`src/rtl/systolic_pkg.sv`:
```
// Shared types and helpers for the systolic processing-element slice:
// mode encodings, FSM state type, default widths and a saturating adder.
package systolic_pkg;

  localparam int DATA_WIDTH_DEF = 16;
  localparam int ACC_WIDTH_DEF  = 32;

  typedef enum logic [1:0] {
    MODE_BYPASS = 2'b00,
    MODE_LOAD   = 2'b01,
    MODE_WS     = 2'b10,
    MODE_OS     = 2'b11
  } mode_e;

  typedef enum logic [2:0] {
    ST_IDLE,
    ST_LOADING,
    ST_WS,
    ST_OS,
    ST_OS_DRAIN
  } pe_state_e;

  typedef struct packed {
    logic [63:0] sum;
    logic        ovf;
  } sat_res_t;

  // Operands are sign-extended w-bit values carried in 64 bits (w <= 63);
  // the result is clamped to the signed w-bit range.
  function automatic sat_res_t sat_add(input logic signed [63:0] a,
                                       input logic signed [63:0] b,
                                       input int unsigned        w);
    logic signed [64:0] s, hi, lo;
    sat_res_t r;
    s  = {a[63], a} + {b[63], b};
    hi = (65'sd1 <<< (w - 1)) - 65'sd1;
    lo = -(65'sd1 <<< (w - 1));
    if (s > hi) begin
      r.sum = hi[63:0];
      r.ovf = 1'b1;
    end else if (s < lo) begin
      r.sum = lo[63:0];
      r.ovf = 1'b1;
    end else begin
      r.sum = s[63:0];
      r.ovf = 1'b0;
    end
    return r;
  endfunction

endpackage

```
`src/rtl/pe_mac.sv`:
```
// Combinational signed multiply followed by a saturating add; shared by the
// weight-stationary and output-stationary datapaths.
module pe_mac
  import systolic_pkg::*;
#(
  parameter int DATA_WIDTH = DATA_WIDTH_DEF,
  parameter int ACC_WIDTH  = ACC_WIDTH_DEF
) (
  input  logic signed [DATA_WIDTH-1:0] a_i,
  input  logic signed [DATA_WIDTH-1:0] b_i,
  input  logic signed [ACC_WIDTH-1:0]  addend_i,
  output logic        [ACC_WIDTH-1:0]  sum_o,
  output logic                         ovf_o
);

  logic signed [2*DATA_WIDTH-1:0] prod;
  logic signed [63:0]             prod_x, add_x;
  sat_res_t                       res;
  logic                           unused_hi;

  assign prod   = a_i * b_i;
  assign prod_x = {{(64-2*DATA_WIDTH){prod[2*DATA_WIDTH-1]}}, prod};
  assign add_x  = {{(64-ACC_WIDTH){addend_i[ACC_WIDTH-1]}}, addend_i};
  assign res    = sat_add(prod_x, add_x, ACC_WIDTH);

  assign sum_o     = res.sum[ACC_WIDTH-1:0];
  assign ovf_o     = res.ovf;
  assign unused_hi = ^res.sum[63:ACC_WIDTH];

endmodule

```
`src/rtl/proc_elem_param.sv`:
```
// Systolic-array processing element: bypass, weight load, weight-stationary
// MAC and output-stationary accumulate/drain, with a sticky saturation flag.
module proc_elem_param
  import systolic_pkg::*;
#(
  parameter int DATA_WIDTH = DATA_WIDTH_DEF,
  parameter int ACC_WIDTH  = ACC_WIDTH_DEF
) (
  input  logic                  clk,
  input  logic                  reset,
  input  logic [1:0]            mode,
  input  logic [ACC_WIDTH-1:0]  in_top,
  input  logic                  in_top_valid,
  input  logic [DATA_WIDTH-1:0] in_left,
  input  logic                  in_left_valid,
  input  logic                  drain,
  input  logic                  acc_clear,
  output logic [ACC_WIDTH-1:0]  out_down,
  output logic                  out_down_valid,
  output logic [DATA_WIDTH-1:0] out_right,
  output logic                  out_right_valid,
  output logic                  weight_loaded,
  output logic                  overflow
);

  pe_state_e             state_q, state_d;
  logic [ACC_WIDTH-1:0]  out_down_q, out_down_d;
  logic                  odv_q, odv_d;
  logic [DATA_WIDTH-1:0] out_right_q;
  logic                  orv_q;
  logic [DATA_WIDTH-1:0] weight_q, weight_d;
  logic                  wl_q, wl_d;
  logic [ACC_WIDTH-1:0]  acc_q, acc_d;
  logic                  ovf_q, ovf_d;

  logic signed [DATA_WIDTH-1:0] mac_a, mac_b;
  logic signed [ACC_WIDTH-1:0]  mac_add;
  logic        [ACC_WIDTH-1:0]  mac_sum;
  logic                         mac_ovf;
  logic                         pair;
  logic                         unused_state;

  // One MAC serves both paths; the active mode steers its operands.
  pe_mac #(.DATA_WIDTH(DATA_WIDTH), .ACC_WIDTH(ACC_WIDTH)) u_mac (
    .a_i      (mac_a),
    .b_i      (mac_b),
    .addend_i (mac_add),
    .sum_o    (mac_sum),
    .ovf_o    (mac_ovf)
  );

  assign pair = in_left_valid & in_top_valid;

  always_comb begin
    state_d    = ST_IDLE;
    out_down_d = out_down_q;
    odv_d      = 1'b0;
    weight_d   = weight_q;
    wl_d       = wl_q;
    acc_d      = acc_q;
    ovf_d      = ovf_q;
    mac_a      = '0;
    mac_b      = '0;
    mac_add    = '0;
    case (mode_e'(mode))
      MODE_BYPASS: begin
        state_d    = ST_IDLE;
        out_down_d = in_top;
        odv_d      = in_top_valid;
      end
      MODE_LOAD: begin
        state_d = ST_LOADING;
        if (in_top_valid) begin
          weight_d = in_top[DATA_WIDTH-1:0];
          wl_d     = 1'b1;
        end
      end
      MODE_WS: begin
        state_d = ST_WS;
        mac_a   = wl_q ? weight_q : '0;
        mac_b   = in_left;
        mac_add = in_top_valid ? in_top : '0;
        if (in_left_valid) begin
          out_down_d = mac_sum;
          odv_d      = 1'b1;
          ovf_d      = ovf_q | mac_ovf;
        end
      end
      MODE_OS: begin
        mac_a   = in_left;
        mac_b   = in_top[DATA_WIDTH-1:0];
        // A drain restarts the sum, so the same-cycle pair lands on zero.
        mac_add = drain ? '0 : acc_q;
        if (drain) begin
          state_d    = ST_OS_DRAIN;
          out_down_d = acc_q;
          odv_d      = 1'b1;
          acc_d      = pair ? mac_sum : '0;
        end else begin
          state_d    = ST_OS;
          out_down_d = in_top;
          odv_d      = in_top_valid;
          if (pair) begin
            acc_d = mac_sum;
            ovf_d = ovf_q | mac_ovf;
          end
        end
      end
      default: ;
    endcase
    if (acc_clear) begin
      acc_d = '0;
      ovf_d = 1'b0;
    end
  end

  always_ff @(posedge clk) begin
    if (reset) begin
      state_q     <= ST_IDLE;
      out_down_q  <= '0;
      odv_q       <= 1'b0;
      out_right_q <= '0;
      orv_q       <= 1'b0;
      weight_q    <= '0;
      wl_q        <= 1'b0;
      acc_q       <= '0;
      ovf_q       <= 1'b0;
    end else begin
      state_q     <= state_d;
      out_down_q  <= out_down_d;
      odv_q       <= odv_d;
      out_right_q <= in_left;
      orv_q       <= in_left_valid;
      weight_q    <= weight_d;
      wl_q        <= wl_d;
      acc_q       <= acc_d;
      ovf_q       <= ovf_d;
    end
  end

  // Mode decode is combinational; the registered state is kept for observability.
  assign unused_state = ^state_q;

  assign out_down        = out_down_q;
  assign out_down_valid  = odv_q;
  assign out_right       = out_right_q;
  assign out_right_valid = orv_q;
  assign weight_loaded   = wl_q;
  assign overflow        = ovf_q;

endmodule

```
`config.mk`:
```
export PLATFORM = sky130hd
export DESIGN_NAME = proc_elem_param
export DESIGN_NICKNAME = d
export VERILOG_FILES = /design/src/rtl/systolic_pkg.sv /design/src/rtl/pe_mac.sv /design/src/rtl/proc_elem_param.sv
export SDC_FILE = /design/constraint.sdc
export NUM_CORES = 1
export LEC_CHECK = 0
export CAP_MARGIN = 20
export CORE_MARGIN = 2
export CORE_UTILIZATION = 55
export CTS_BUF_LIST = sky130_fd_sc_hd__clkbuf_8
export CTS_CLUSTER_DIAMETER = 60
export DETAILED_ROUTE_END_ITERATION = 10
export PLACE_DENSITY = 0.75
export SETUP_SLACK_MARGIN = 0.3
export SLEW_MARGIN = 20
export SYNTH_ARGS = -nofsm -noshare
export SYNTH_HDL_FRONTEND = slang
export SYNTH_SLANG_ARGS = --single-unit
export TNS_END_PERCENT = 10
```
`constraint.sdc`:
```
create_clock -name clk -period 17.5 [get_ports clk]
set_input_delay 2.625 -clock clk [delete_from_list [all_inputs] [get_ports clk]]
set_output_delay 2.625 -clock clk [all_outputs]
set_load 0.03 [all_outputs]
```
==> flow_results.org <==
** Logic synthesis
- Register bit count reported by yosys :: 100
- Yosys warnings :: 0
- Area of the mapped netlist :: roughly 16,000 um2
- In the synthesized netlist the dominant register cell turns out to be dfxtp_1.
- Synthesis handed over a netlist of 1,855 instances.
- Summed over all instances, the cell type with the most area after synthesis is fa_1.
- The synthesized design devotes to its leading area cell type 37.58% of total area.
- Synth async-reset ratio :: 0%
- Fraction of the yosys area taken by sequential cells :: 12.57%
- The synthesized design contains 0 enable-type register cells.
- Mean Syn Cell Area :: roughly 8.6 um2
- The number of nets handed over by synthesis was 2,311.
- After synthesis, the cell types taking the most area are fa_1 (38%), dfxtp_1 (13%), inv_1 (8.1%).
- Cell variety after synth :: 61

** STA
- Maximum frequency from static timing analysis :: slightly below 0.09 GHz
- Endpoints failing hold :: 0
- TNS Setup :: 0 ns
- RSZ-0062 raised after global routing :: false
- Period utilization :: 65.37%
- Headroom to the max-slew limit came out at between 30% and 40%.
- Minimum clock period after layout :: approximately 11 ns
- # setup viols final :: 0
- Setup slack closes at 6.061 ns.
- Clock skew on the completed layout was measured at 0.02087 ns.
- The count of final max-slew check failures is 0.
- For the pin with the worst max-slew slack, the measured transition is 1.033 ns.

** Global route
- Entering global routing, the biggest net connects roughly 70 pins.
- The number of global-route vias before repair came to 13.93k.
- The first global-routing pass estimated 78,430 um of wire.
- For this run the aggregate overflow at the end of global routing stands at 0.
- Number of antenna violations at the first check in global routing :: 0
- Global routing consumed, over all layers together, 33.41% of the routing resources.

** Clock tree
- CTS tree :: yes
- Root buffer cell :: clkbuf_8
- In this run, CTS created clock tree buffers numbering 9.
- The clock tree synthesis step divided the H-tree into 3 levels.
- Post CTS Setup Buffer Count :: 0
- Total clock sinks :: 100
- For the worst-skew pair, the clock arrives at the later sink with an insertion delay of ~0.4 ns.
- Buffer depth of the longest clock path :: 2
- Number of buffers inserted by hold repair at cts :: 0
- Resized cells post-CTS :: 0
- Worst-path clk slew :: roughly 0.12 ns

** Drt
- The count of nets left with antenna violations once routing finished came out at 0.
- The routed design has 48,660 um of wire.
- The first routing iteration left 1,591 violations.
- The first detailed-routing pass took 6 iterations.
- Via-per-instance ratio :: 5.905
- For this run, design rule violations remaining after detail routing come to 0.
- Summing over every cut layer, the via total after detailed routing is around 14k.
- DR WL/cell :: 21.24 um

** Floorplan
- Core Box Area :: 28,630 um2
- During I/O placement, the number of pins put on the boundary was 108.
- The initial utilization of the core area, before any placement, comes to 55.65%.
- Overall die area :: 30,340 um2
- Floorplan die height :: 174.2 um
- From left edge to right edge, the die measures ~170 um.
- Row generation in the floorplan step produced 62 rows.

** Pwr
- For this design the static power due to leakage is 0.008332 uW.
- IR analysis of the VDD net gives a maximum drop of between 0.0001 and 0.00015 V.
- For this design the ratio of total power to cell area is between 70 and 80 nW/um2.

** Critical path
- In this run the worst path has a maximum fanout of 34.
- At the worst endpoint, the arrival time is ~12 ns.
- Data on the critical path is required at its endpoint by 17.80 ns.
- Startpoint type of the worst setup path :: primary input
- Critical path start-end classification :: in -> reg
- The worst setup path is captured at a flop.

** Placed design
- Standard cell area after detailed placement :: 17,280 um2
- Timing analysis after detailed placement gives a worst setup slack of roughly 5.5 ns.
- Input/output buffers :: 107
- Once detailed placement completed, the half-perimeter wirelength came to 39,540 um.
- Last weighted congestion value of the routability-driven placer :: roughly 0.94

** Flow run
- The tool flagged a number of max-cap violations equal to 0.

** Cells and area
- Share of the core filled with cells in the final layout :: roughly three fifths
- The area growth from synthesis to layout is 9.717%.
- Commonest non-fill, non-tap cell in the layout :: inv_1
- Diodes inserted :: 0
- Most frequent cells in the layout :: inv_1 (344), fa_1 (299), nand2_1 (215), nor2_1 (215), clkdlybuf4s50_1 (105)
- In the final layout, the share of cells above drive strength 1 is under 10%.
- Summing all non-filler instances in the final layout gives an area of about 17,000 um2.
- For this run, the post-layout net count is 2,358.

** Hold path
- The worst hold path belongs to the class reg -> reg.

** Run status
- Run status :: finished, final reports clean
-- cell families after synthesis --
logic type               Yosys count  synth area share (%)
AND/OR/NAND/NOR                  544                 14.40
buffers and inverters            438                 10.45
AO/OA/AOI/OAI                    317                 13.72
XOR/XNOR                          35                 1.924
flip-flops                       100                 12.57
multiplexers                      20                 1.359
adder cells (fa/ha/maj)          401                 45.57
-- Yosys cell counts, drive strengths merged (2+ instances only) --
| master | number |
|---|---|
| a211o | 3 |
| a211oi | 33 |
| a21boi | 3 |
| a21o | 5 |
| a21oi | 57 |
| a221o | 4 |
| a221oi | 16 |
| a22o | 49 |
| a22oi | 18 |
| a311oi | 4 |
| a31oi | 3 |
| and2 | 17 |
| and3 | 6 |
| buf | 19 |
| clkbuf | 75 |
| dfxtp | 100 |
| fa | 299 |
| ha | 101 |
| inv | 344 |
| mux2 | 13 |
| mux2i | 7 |
| nand2 | 215 |
| nand2b | 3 |
| nand3 | 20 |
| nand4 | 9 |
| nor2 | 216 |
| nor2b | 25 |
| nor3 | 13 |
| nor4 | 9 |
| o2111ai | 3 |
| o211ai | 27 |
| o21ai | 79 |
| o21bai | 3 |
| o221ai | 2 |
| or2 | 5 |
| or3 | 3 |
| xnor2 | 23 |
| xor2 | 12 |
-- through the flow --
stage	total power [uW]	cells	hold slack, ns
2_1_floorplan	834.9	1855	0.4360
3_3_place_gp	1057	2275	0.4455
3_5_place_dp	1065	2275	0.4543
4_1_cts	1229	2291	0.4704
5_1_grt	1330	2291	0.5044
6_report	1242	2291	0.4688
-- final timing paths --
kind	slack, ns	from	depth (start not counted)	end
worst max register to register	8.97	weight_loaded$_SDFFE_PP0P_	25	acc_q[24]$_SDFFE_PP0P_
worst min register to register	0.47	weight_q[0]$_SDFFE_PP0P_	2	weight_q[0]$_SDFFE_PP0P_
worst max-delay path	6.06	mode[0]	26	acc_q[24]$_SDFFE_PP0P_
worst min-delay path	0.47	weight_q[0]$_SDFFE_PP0P_	2	weight_q[0]$_SDFFE_PP0P_
-- state kept, by name, indices dropped and copies added, names as in the netlist --
| signal | count |
|---|---|
| acc_q | 32 |
| out_down | 32 |
| out_down_valid | 1 |
| out_right | 16 |
| out_right_valid | 1 |
| overflow | 1 |
| weight_loaded | 1 |
| weight_q | 16 |
-- report_power, final --
part           switching, uW  internal (uW)
clock                    104           55.7
sequential              13.5            248
combinational            532            289
-- layer usage --
metal | wire length, um | vias up | track usage (%)
met1 | 19890 | 6692 | 47.38
li1 | - | 5972 | -
met5 | 0 | - | 0
met4 | 1220 | 0 | 7.248
met3 | 5556 | 80 | 7.130
met2 | 21990 | 784 | 53.03
-- final cells by class --
| type | instances | area [um2] |
|---|---|---|
| repair buffers | 130 | 1234 |
| inverters | 344 | 1291 |
| clock inverters | 7 | 68.82 |
| flip-flops and latches | 100 | 2002 |
| well taps | 384 | 480.5 |
| clock buffers | 9 | 123.9 |
| fillers | 2466 | 11150 |
| multi-input cells | 1317 | 12280 |
-- worst max-delay path: stages --
cell and delay [ns]:
clkdlybuf4s50_1 0.46, buf_4 0.35, and2_2 0.65, a22o_1 0.51
nand2_1 0.21, inv_1 0.13, fa_1 0.53, inv_1 0.14
fa_1 0.45, inv_1 0.30, fa_1 0.51, fa_1 0.50
fa_1 0.48, inv_1 0.05, fa_1 0.47, inv_1 0.04
ha_1 0.42, and3_1 0.24, and4_1 0.22, nand3_1 0.11
o211a_1 0.25, and3_1 0.29, o2111ai_2 0.21, buf_4 0.38
nand3_1 0.73, o21ai_0 0.42
(Power assumes the default switching activity.)
